[src/rtl/key_event_gen_if.sv]
// key_event_gen_if: raw active-low key levels in, conditioned per-key levels and event pulses out.
// The master drives the keys (board / testbench); key_event_gen is the slave.
interface key_event_gen_if #(
  parameter int N_KEYS = 3
);
  logic [N_KEYS-1:0] i_key;
  logic [N_KEYS-1:0] o_held;
  logic [N_KEYS-1:0] o_short;
  logic [N_KEYS-1:0] o_long;

  modport master (output i_key, input o_held, o_short, o_long);
  modport slave  (input i_key, output o_held, o_short, o_long);
endinterface

[src/rtl/key_event_gen.sv]
// key_event_gen: per-key 2-flop synchroniser, debouncer and short/long press classifier.
// Define KEY_AUTOREPEAT_EN to repeat o_long every REPEAT_CYCLES while a long press is held.
module key_event_gen #(
  parameter int N_KEYS          = 3,
  parameter int DEBOUNCE_CYCLES = 250000,
  parameter int LONG_CYCLES     = 50000000,
  parameter int REPEAT_CYCLES   = 10000000
) (
  input  logic           i_clk,
  input  logic           i_rst,
  key_event_gen_if.slave bus
);

  localparam int DW = $clog2(DEBOUNCE_CYCLES);
  localparam int HW = $clog2(LONG_CYCLES);

  typedef enum logic [2:0] {
    S_IDLE,
    S_PRESS_DB,
    S_HELD,
    S_LONG,
    S_REL_DB
  } state_e;

  logic [N_KEYS-1:0] sync1_q, sync1_d, sync2_q, sync2_d;
  logic [N_KEYS-1:0] key_p;
  logic [N_KEYS-1:0] ret_long_q, ret_long_d;
  logic [N_KEYS-1:0] held_q, held_d, short_q, short_d, long_q, long_d;

  state_e            state_q [N_KEYS];
  state_e            state_d [N_KEYS];
  logic [DW-1:0]     dcnt_q  [N_KEYS];
  logic [DW-1:0]     dcnt_d  [N_KEYS];
  logic [HW-1:0]     hcnt_q  [N_KEYS];
  logic [HW-1:0]     hcnt_d  [N_KEYS];

`ifdef KEY_AUTOREPEAT_EN
  localparam int RW = (REPEAT_CYCLES > 1) ? $clog2(REPEAT_CYCLES) : 1;
  logic [RW-1:0]     rcnt_q  [N_KEYS];
  logic [RW-1:0]     rcnt_d  [N_KEYS];
`else
  // The repeat period only matters when auto-repeat is built in.
  logic unused_repeat;
  assign unused_repeat = (REPEAT_CYCLES != 0);
`endif

  assign sync1_d = bus.i_key;
  assign sync2_d = sync1_q;
  assign key_p   = ~sync2_q;

  always_comb begin
    for (int k = 0; k < N_KEYS; k++) begin
      // NOTE: every output of this block gets a default first so no path leaves a latch.
      state_d[k]    = state_q[k];
      dcnt_d[k]     = dcnt_q[k];
      hcnt_d[k]     = hcnt_q[k];
      ret_long_d[k] = ret_long_q[k];
      short_d[k]    = 1'b0;
      long_d[k]     = 1'b0;
`ifdef KEY_AUTOREPEAT_EN
      rcnt_d[k]     = rcnt_q[k];
`endif

      unique case (state_q[k])
        S_IDLE: begin
          if (key_p[k]) begin
            state_d[k] = S_PRESS_DB;
            dcnt_d[k]  = '0;
          end
        end
        S_PRESS_DB: begin
          if (!key_p[k]) begin
            state_d[k] = S_IDLE;
          end else if (dcnt_q[k] == DW'(DEBOUNCE_CYCLES - 1)) begin
            state_d[k] = S_HELD;
            hcnt_d[k]  = '0;
          end else begin
            dcnt_d[k]  = dcnt_q[k] + DW'(1);
          end
        end
        S_HELD: begin
          if (!key_p[k]) begin
            state_d[k]    = S_REL_DB;
            dcnt_d[k]     = '0;
            ret_long_d[k] = 1'b0;
          end else if (hcnt_q[k] == HW'(LONG_CYCLES - 1)) begin
            state_d[k] = S_LONG;
            long_d[k]  = 1'b1;
`ifdef KEY_AUTOREPEAT_EN
            rcnt_d[k]  = '0;
`endif
          end else begin
            hcnt_d[k]  = hcnt_q[k] + HW'(1);
          end
        end
        S_LONG: begin
          if (!key_p[k]) begin
            state_d[k]    = S_REL_DB;
            dcnt_d[k]     = '0;
            ret_long_d[k] = 1'b1;
          end
`ifdef KEY_AUTOREPEAT_EN
          else if (rcnt_q[k] == RW'(REPEAT_CYCLES - 1)) begin
            long_d[k] = 1'b1;
            rcnt_d[k] = '0;
          end else begin
            rcnt_d[k] = rcnt_q[k] + RW'(1);
          end
`endif
        end
        S_REL_DB: begin
          // A bounce resumes the press; hcnt/rcnt were left untouched while releasing.
          if (key_p[k]) begin
            state_d[k] = ret_long_q[k] ? S_LONG : S_HELD;
          end else if (dcnt_q[k] == DW'(DEBOUNCE_CYCLES - 1)) begin
            state_d[k] = S_IDLE;
            short_d[k] = !ret_long_q[k];
          end else begin
            dcnt_d[k]  = dcnt_q[k] + DW'(1);
          end
        end
        default: state_d[k] = S_IDLE;
      endcase

      held_d[k] = (state_d[k] == S_HELD) || (state_d[k] == S_LONG) ||
                  (state_d[k] == S_REL_DB);
    end
  end

  // NOTE: sequential state uses non-blocking assignments only, so all flops update together.
  always_ff @(posedge i_clk) begin
    if (i_rst) begin
      // NOTE: synchronisers reset to 1 (released) so a key held through reset is re-debounced.
      sync1_q    <= '1;
      sync2_q    <= '1;
      ret_long_q <= '0;
      held_q     <= '0;
      short_q    <= '0;
      long_q     <= '0;
      for (int k = 0; k < N_KEYS; k++) begin
        state_q[k] <= S_IDLE;
        dcnt_q[k]  <= '0;
        hcnt_q[k]  <= '0;
`ifdef KEY_AUTOREPEAT_EN
        rcnt_q[k]  <= '0;
`endif
      end
    end else begin
      sync1_q    <= sync1_d;
      sync2_q    <= sync2_d;
      ret_long_q <= ret_long_d;
      held_q     <= held_d;
      short_q    <= short_d;
      long_q     <= long_d;
      for (int k = 0; k < N_KEYS; k++) begin
        state_q[k] <= state_d[k];
        dcnt_q[k]  <= dcnt_d[k];
        hcnt_q[k]  <= hcnt_d[k];
`ifdef KEY_AUTOREPEAT_EN
        rcnt_q[k]  <= rcnt_d[k];
`endif
      end
    end
  end

  assign bus.o_held  = held_q;
  assign bus.o_short = short_q;
  assign bus.o_long  = long_q;

endmodule

[src/flat_wrapper.sv]
// flat-port wrapper written by rule: the top's interface ports become plain ports
module key_event_gen_flat 
#(
  parameter int N_KEYS          = 3,
  parameter int DEBOUNCE_CYCLES = 250000,
  parameter int LONG_CYCLES     = 50000000,
  parameter int REPEAT_CYCLES   = 10000000
)
  (i_clk, i_rst, bus_i_key, bus_o_held, bus_o_short, bus_o_long);
  key_event_gen_if #(.N_KEYS(N_KEYS)) bus_i ();
  input  logic i_clk;
  input  logic i_rst;
  input wire logic [$bits(bus_i.i_key)-1:0] bus_i_key;
  output wire logic [$bits(bus_i.o_held)-1:0] bus_o_held;
  output wire logic [$bits(bus_i.o_short)-1:0] bus_o_short;
  output wire logic [$bits(bus_i.o_long)-1:0] bus_o_long;
  assign bus_i.i_key = bus_i_key;
  assign bus_o_held = bus_i.o_held;
  assign bus_o_short = bus_i.o_short;
  assign bus_o_long = bus_i.o_long;
  key_event_gen #(.N_KEYS(N_KEYS), .DEBOUNCE_CYCLES(DEBOUNCE_CYCLES), .LONG_CYCLES(LONG_CYCLES), .REPEAT_CYCLES(REPEAT_CYCLES)) u_core (.i_clk(i_clk), .i_rst(i_rst), .bus(bus_i));
endmodule
[config.mk]
export PLATFORM = sky130hd
export DESIGN_NAME = key_event_gen_flat
export DESIGN_NICKNAME = d
export VERILOG_FILES = /design/src/rtl/key_event_gen_if.sv /design/src/rtl/key_event_gen.sv /design/src/flat_wrapper.sv
export SDC_FILE = /design/constraint.sdc
export NUM_CORES = 1
export LEC_CHECK = 0
export BUFFER_PORTS_ARGS = -buffer_cell sky130_fd_sc_hd__buf_4
export CORE_MARGIN = 10
export CORE_UTILIZATION = 30
export DETAILED_ROUTE_END_ITERATION = 10
export GPL_TIMING_DRIVEN = 0
export SYNTH_ARGS = -nofsm -noshare
export SYNTH_HDL_FRONTEND = slang
export SYNTH_SLANG_ARGS = --single-unit
[constraint.sdc]
create_clock -name i_clk -period 4.4 [get_ports i_clk]
set_clock_uncertainty 0.1 [all_clocks]
set_input_delay 0.66 -clock i_clk [delete_from_list [all_inputs] [get_ports i_clk]]
set_output_delay 0.66 -clock i_clk [all_outputs]
set_load 0.005 [all_outputs]
==> metrics, run 1 <==
count leader, synth dfxtp_1; antenna-violating nets left 0; dpl cells 1278; Max Slew Vio Count 0; router iterations before antenna repair 6; Worst path most repeated cell buf_2; grt ovf 0; WL per Instance 13.2 microns; final core occ 34.6%; diode count 0; Tcrit/Tclk final 60.6%; Max clock buf depth 2; RD Place Congestion 0.835; f_max 375 MHz; syn_area_per_cell 8.42 sq um; max-cap viol count 0; Netlist cell types 71; synthesized net count 942; final wirelength 17300 microns; Post-synth EDFFs 0; met2 Use GR 17.1%; Initial DRC Count 412; sequential area share after synthesis 40.6%; site row count 59; Yosys warning total 0; worst min path class flop to flop; Finished Layout Cells 1309; RSZ-0062 raised after global routing false; # fillers 2702; Worst EP required 4.61 ns; Area contributors post-synth dfxtp_1, xor2_1, nor2_1; hold depth 1; CP Max Fanout 10; Layout Nets 973; H-tree Lvls 4; Top FF cell, synth dfxtp_1; P_leak 0.00305 uW; #FFs+latches synth 159; clk sinks 159; clock transition at the registers of the reported paths 0.07 ns; Mapped Area 0.00784 sq mm; number of global-route vias before repair 6295; Register Area 0.00318 sq mm; PD cells 340 mW/mm^2; synth cell count leaders dfxtp_1, nor2_1, nand2_1; Synth top area share 40.6%; post-synthesis async set-or-reset flop share 0%; worst skew pair latency 0.43 ns; CTS tree yes; Initial Util 30.2%; die area 0.0330 sq mm; first-pass GRT wire length 30000 microns; Worst setup EP type flop; global-route usage over all layers 10.5%; CP max stage cell or4_1; Crit Path Category flop to flop; post-route setup TNS 0 ns; Pwr Total 3050 uW; CP arrival 2.87 ns; multi-input logic area 0.00442 sq mm; port buffer count 12; IO Pins 14; post-synth top area cell dfxtp_1; largest net degree at the start of global routing 17; met3 Use GR 2.17%; CTS Hold Bufs 0; Resize count post-CTS 0; Slew HR 55.0%; Post-Synthesis Cells 931; post-CTS setup buffer count 0; Hold Vio Cnt, Final 0; clk root buf clkbuf_16; CTS Buf Count 17; worst slew pin tran 0.670 ns; grt peak-use layer met2; peak supply drop 0.250 mV; met1 Usage GRT 13.3%; status complete, no violations; CORE AREA 0.0259 sq mm; crit-path max cell delay 0.43 ns; die height 182 microns; setup violators final 0; critical-path cell list ha_1 -> and2_0 -> clkbuf_1 -> nand4_1 -> or4_1 -> nand3_2 -> buf_2 -> buf_2 -> mux2i_1 -> nor2_1; Final min period 2.67 ns; Worst Reg-to-Reg Cells 10; initial antenna violation count 0; vias 6659; share of cells above drive strength 1 9.55%; Layout area overhead 14.3%; DR vias/cell 5.09; die width 182 microns; DRC Markers 0; CP Launch Type flop; Post-DP HPWL 12100 microns
[critical path: cells and delay by family, from the launching register on]
| family | cells | cell delay [ns] |
|---|---|---|
| and+or+nand+nor | 5 | 0.85 |
| buffers and inverters | 3 | 0.76 |
| adders and majority gates | 1 | 0.22 |
| muxes | 1 | 0.20 |
| DFF | 1 | 0.40 |
[routing by layer]
layer | up-vias | routed length (microns)
met1 | 3172 | 8680
met2 | 47 | 8100
met4 | 0 | 172
met3 | 12 | 343
met5 | - | 0
li1 | 3428 | -
[state kept, by name, indices dropped and copies added (netlist names)]
register,cells
u_core.ret_long_q,3
u_core.bus.o_long,3
u_core.sync2_q,3
u_core.hcnt_q,78
u_core.state_q,9
u_core.bus.o_held,3
u_core.bus.o_short,3
u_core.dcnt_q,54
u_core.sync1_q,3
[cells in the final DEF, fill, tap and decap left out, types with 10 or more instances in the layout]
cell,n
clkbuf_16,17
and3_1,31
inv_1,19
a21oi_1,44
nand2_1,69
buf_4,12
nand4_1,38
clkbuf_1,25
or3_1,28
nor3_1,17
and4_1,15
nand3_1,50
or4_1,12
nor2_1,114
buf_2,11
xor2_1,54
or2_2,16
nor4b_1,10
nor2b_1,11
o21ai_0,38
dfxtp_1,159
nor4_1,22
xnor2_1,30
[logic make-up after synthesis]
family / synth area share [%]
mux: 0.511
simple gates: 34.4
xor+xnor: 9.39
fa+ha+maj: 0.958
buf+inv: 3.00
flops: 40.6
compound gates: 11.1
[stage by stage]
step	instance area [sq um]	hold slack (ns)	setup slack, ns
2_1_floorplan	7840	0.289	2.19
3_3_place_gp	8350	0.293	1.56
3_5_place_dp	8350	0.293	1.54
4_1_cts	8960	0.292	1.73
5_1_grt	8960	0.300	1.52
6_report	8960	0.307	1.73
[final cells by class]
| cell class | count | area share, % |
|---|---|---|
| plain buffers | 38 | 1.83 |
| well taps | 335 | 4.68 |
| flip-flops and latches | 159 | 35.5 |
| repair buffers | 12 | 1.01 |
| clock buffers | 19 | 5.06 |
| inverters | 19 | 0.796 |
| multi-input cells | 715 | 49.3 |
| clock inverters | 12 | 1.79 |
[worst paths after layout]
check | endpoint | slack [ns] | from
min | u_core.sync2_q[2] | 0.31 | u_core.sync1_q[2]
max | u_core.hcnt_q[0][27] | 1.73 | u_core.hcnt_q[0][26]
min reg2reg | u_core.sync2_q[2] | 0.31 | u_core.sync1_q[2]
max reg2reg | u_core.hcnt_q[0][27] | 1.73 | u_core.hcnt_q[0][26]
[power by group]
group | total [uW] | switching, uW | internal [uW]
clock network | 1540 | 614 | 923
logic | 66.0 | 50.0 | 15.9
registers | 1450 | 2.65 | 1440
Power figures use the tool's default switching activity.
==> run 2, diff against run 1 <==
clock period = 2.2 ns   (was 4.4 ns; I/O delays follow)
==> metrics, run 2 (synthesized netlist as in run 1, its figures left out) <==
clock transition at the registers of the reported paths 0.06 ns; Top delay family on crit path simple AND/OR/NAND/NOR gates; CORE AREA 0.0259 sq mm; vias 6972; worst slew pin tran 0.659 ns; final worst setup slack -0.127 ns; setup violators final 17; clk root buf clkbuf_16; Post-DP HPWL 12200 microns; Buf+Inv Stages, Crit Path 0; critical-path cell list nor4b_4 -> nand3_2 -> o31ai_4 -> nand4_4 -> or4b_1 -> a21oi_2; die area 0.0330 sq mm; IO Pins 14; DRC Markers 0; Max clock buf depth 2; Initial DRC Count 329; status finished, violations left; Final min period 2.33 ns; Slew HR 56.1%; RD Place Congestion 0.813; Pwr Total 5890 uW; Max Slew Vio Count 0; die height 182 microns; RSZ-0062 raised after global routing true; worst skew pair latency 0.43 ns; Worst setup EP type flop; Layout area overhead 26.3%; H-tree Lvls 4; post-route setup TNS -0.379 ns; CP arrival 2.58 ns; DR vias/cell 5.14; grt ovf 0; CP max stage cell or4b_1; Tcrit/Tclk final 106%; initial antenna violation count 0; peak supply drop 0.522 mV; number of global-route vias before repair 6633; CTS Buf Count 17; # fillers 2555; Hold Crit Start u_core.sync1_q[0]; diode count 0; worst min path class flop to flop; Crit Path Category flop to flop; leading cell type in the layout, fill and taps excluded dfxtp_1; largest net degree at the start of global routing 17; router iterations before antenna repair 5; r2r startpoint u_core.dcnt_q[0][42]; Initial Util 30.2%; commonest non-fill, non-tap cells in the layout dfxtp_1, nor2_1, nand2_1; global-route usage over all layers 11.2%; Layout Nets 1020; biggest regs u_core.hcnt_q: 78 flops, u_core.dcnt_q: 54 flops, u_core.state_q: 9 flops; P_leak 0.00345 uW; antenna-violating nets left 0; max reg flops 78; CP Max Fanout 5; Critical Path Start u_core.dcnt_q[0][42]; port buffer count 12; f_max 430 MHz; Biggest register u_core.hcnt_q; max-cap viol count 0; CP Launch Type flop; clk sinks 159; multi-input logic area 0.00487 sq mm; CTS tree yes; site row count 59; share of cells above drive strength 1 23.5%; Worst EP required 2.45 ns; Hold Vio Cnt, Final 0; first-pass GRT wire length 31700 microns; PD cells 595 mW/mm^2; WL per Instance 13.9 microns; failing checks negative setup slack; die width 182 microns; Register Area 0.00322 sq mm; final wirelength 18900 microns; crit-path max cell delay 0.59 ns
run 2: cell type report:
type	instances	share of cell area (%)
sequential	159	32.5
clock buffer	22	4.89
buffer	32	2.05
multi-input combinational	715	49.2
clock inverter	9	0.847
tap	335	4.24
inverter	19	0.721
timing repair buffer	65	5.52
run 2: per-stage QoR:
stage          hold WS, ns  instances  instance area (sq um)  setup slack (ns)  util [%]
3_5_place_dp         0.294       1278                   8350            -0.372      32.2
6_report             0.306       1356                   9900            -0.127      38.2
4_1_cts              0.308       1335                   9410          -0.00649      36.3
3_3_place_gp         0.295       1278                   8350            -0.344      32.2
5_1_grt              0.331       1356                   9900            -0.211      38.2
2_1_floorplan        0.289        931                   7840           0.00337         -
run 2: what timing repair did:
action | in CTS | in global routing
resized for setup | 77 | 91
setup endpoints to repair | 115 | 121
cloned | 1 | 3
setup buffers | 25 | 21
pin swaps | 18 | 48
hold buffers | 3 | 0
endpoints found under the hold margin | 3 | 0
run 2: report_power, final:
| group | total (uW) | leakage [uW] | switching (uW) | internal, uW |
|---|---|---|---|---|
| Clock | 2850 | 0.000282 | 1180 | 1670 |
| Sequential | 2890 | 0.00129 | 8.29 | 2880 |
| Combinational | 155 | 0.00187 | 108 | 47.8 |
run 2: routing by layer:
layer / part of all wire (%) / track usage [%] / vias up
li1: - / - / 3514
met1: 48 / 14.1 / 3344
met2: 48 / 18.4 / 85
met3: 2.4 / 1.95 / 29
met4: 1.9 / 4.36 / 0
met5: 0 / 0 / -
run 2: final timing paths:
| kind | slack, ns | to | depth (start not counted) |
|---|---|---|---|
| setup / recovery | -0.13 | u_core.hcnt_q[0][74] | 6 |
| hold / removal | 0.31 | u_core.sync2_q[0] | 1 |
| setup reg to reg | -0.13 | u_core.hcnt_q[0][74] | 6 |
| hold reg to reg | 0.31 | u_core.sync2_q[0] | 1 |
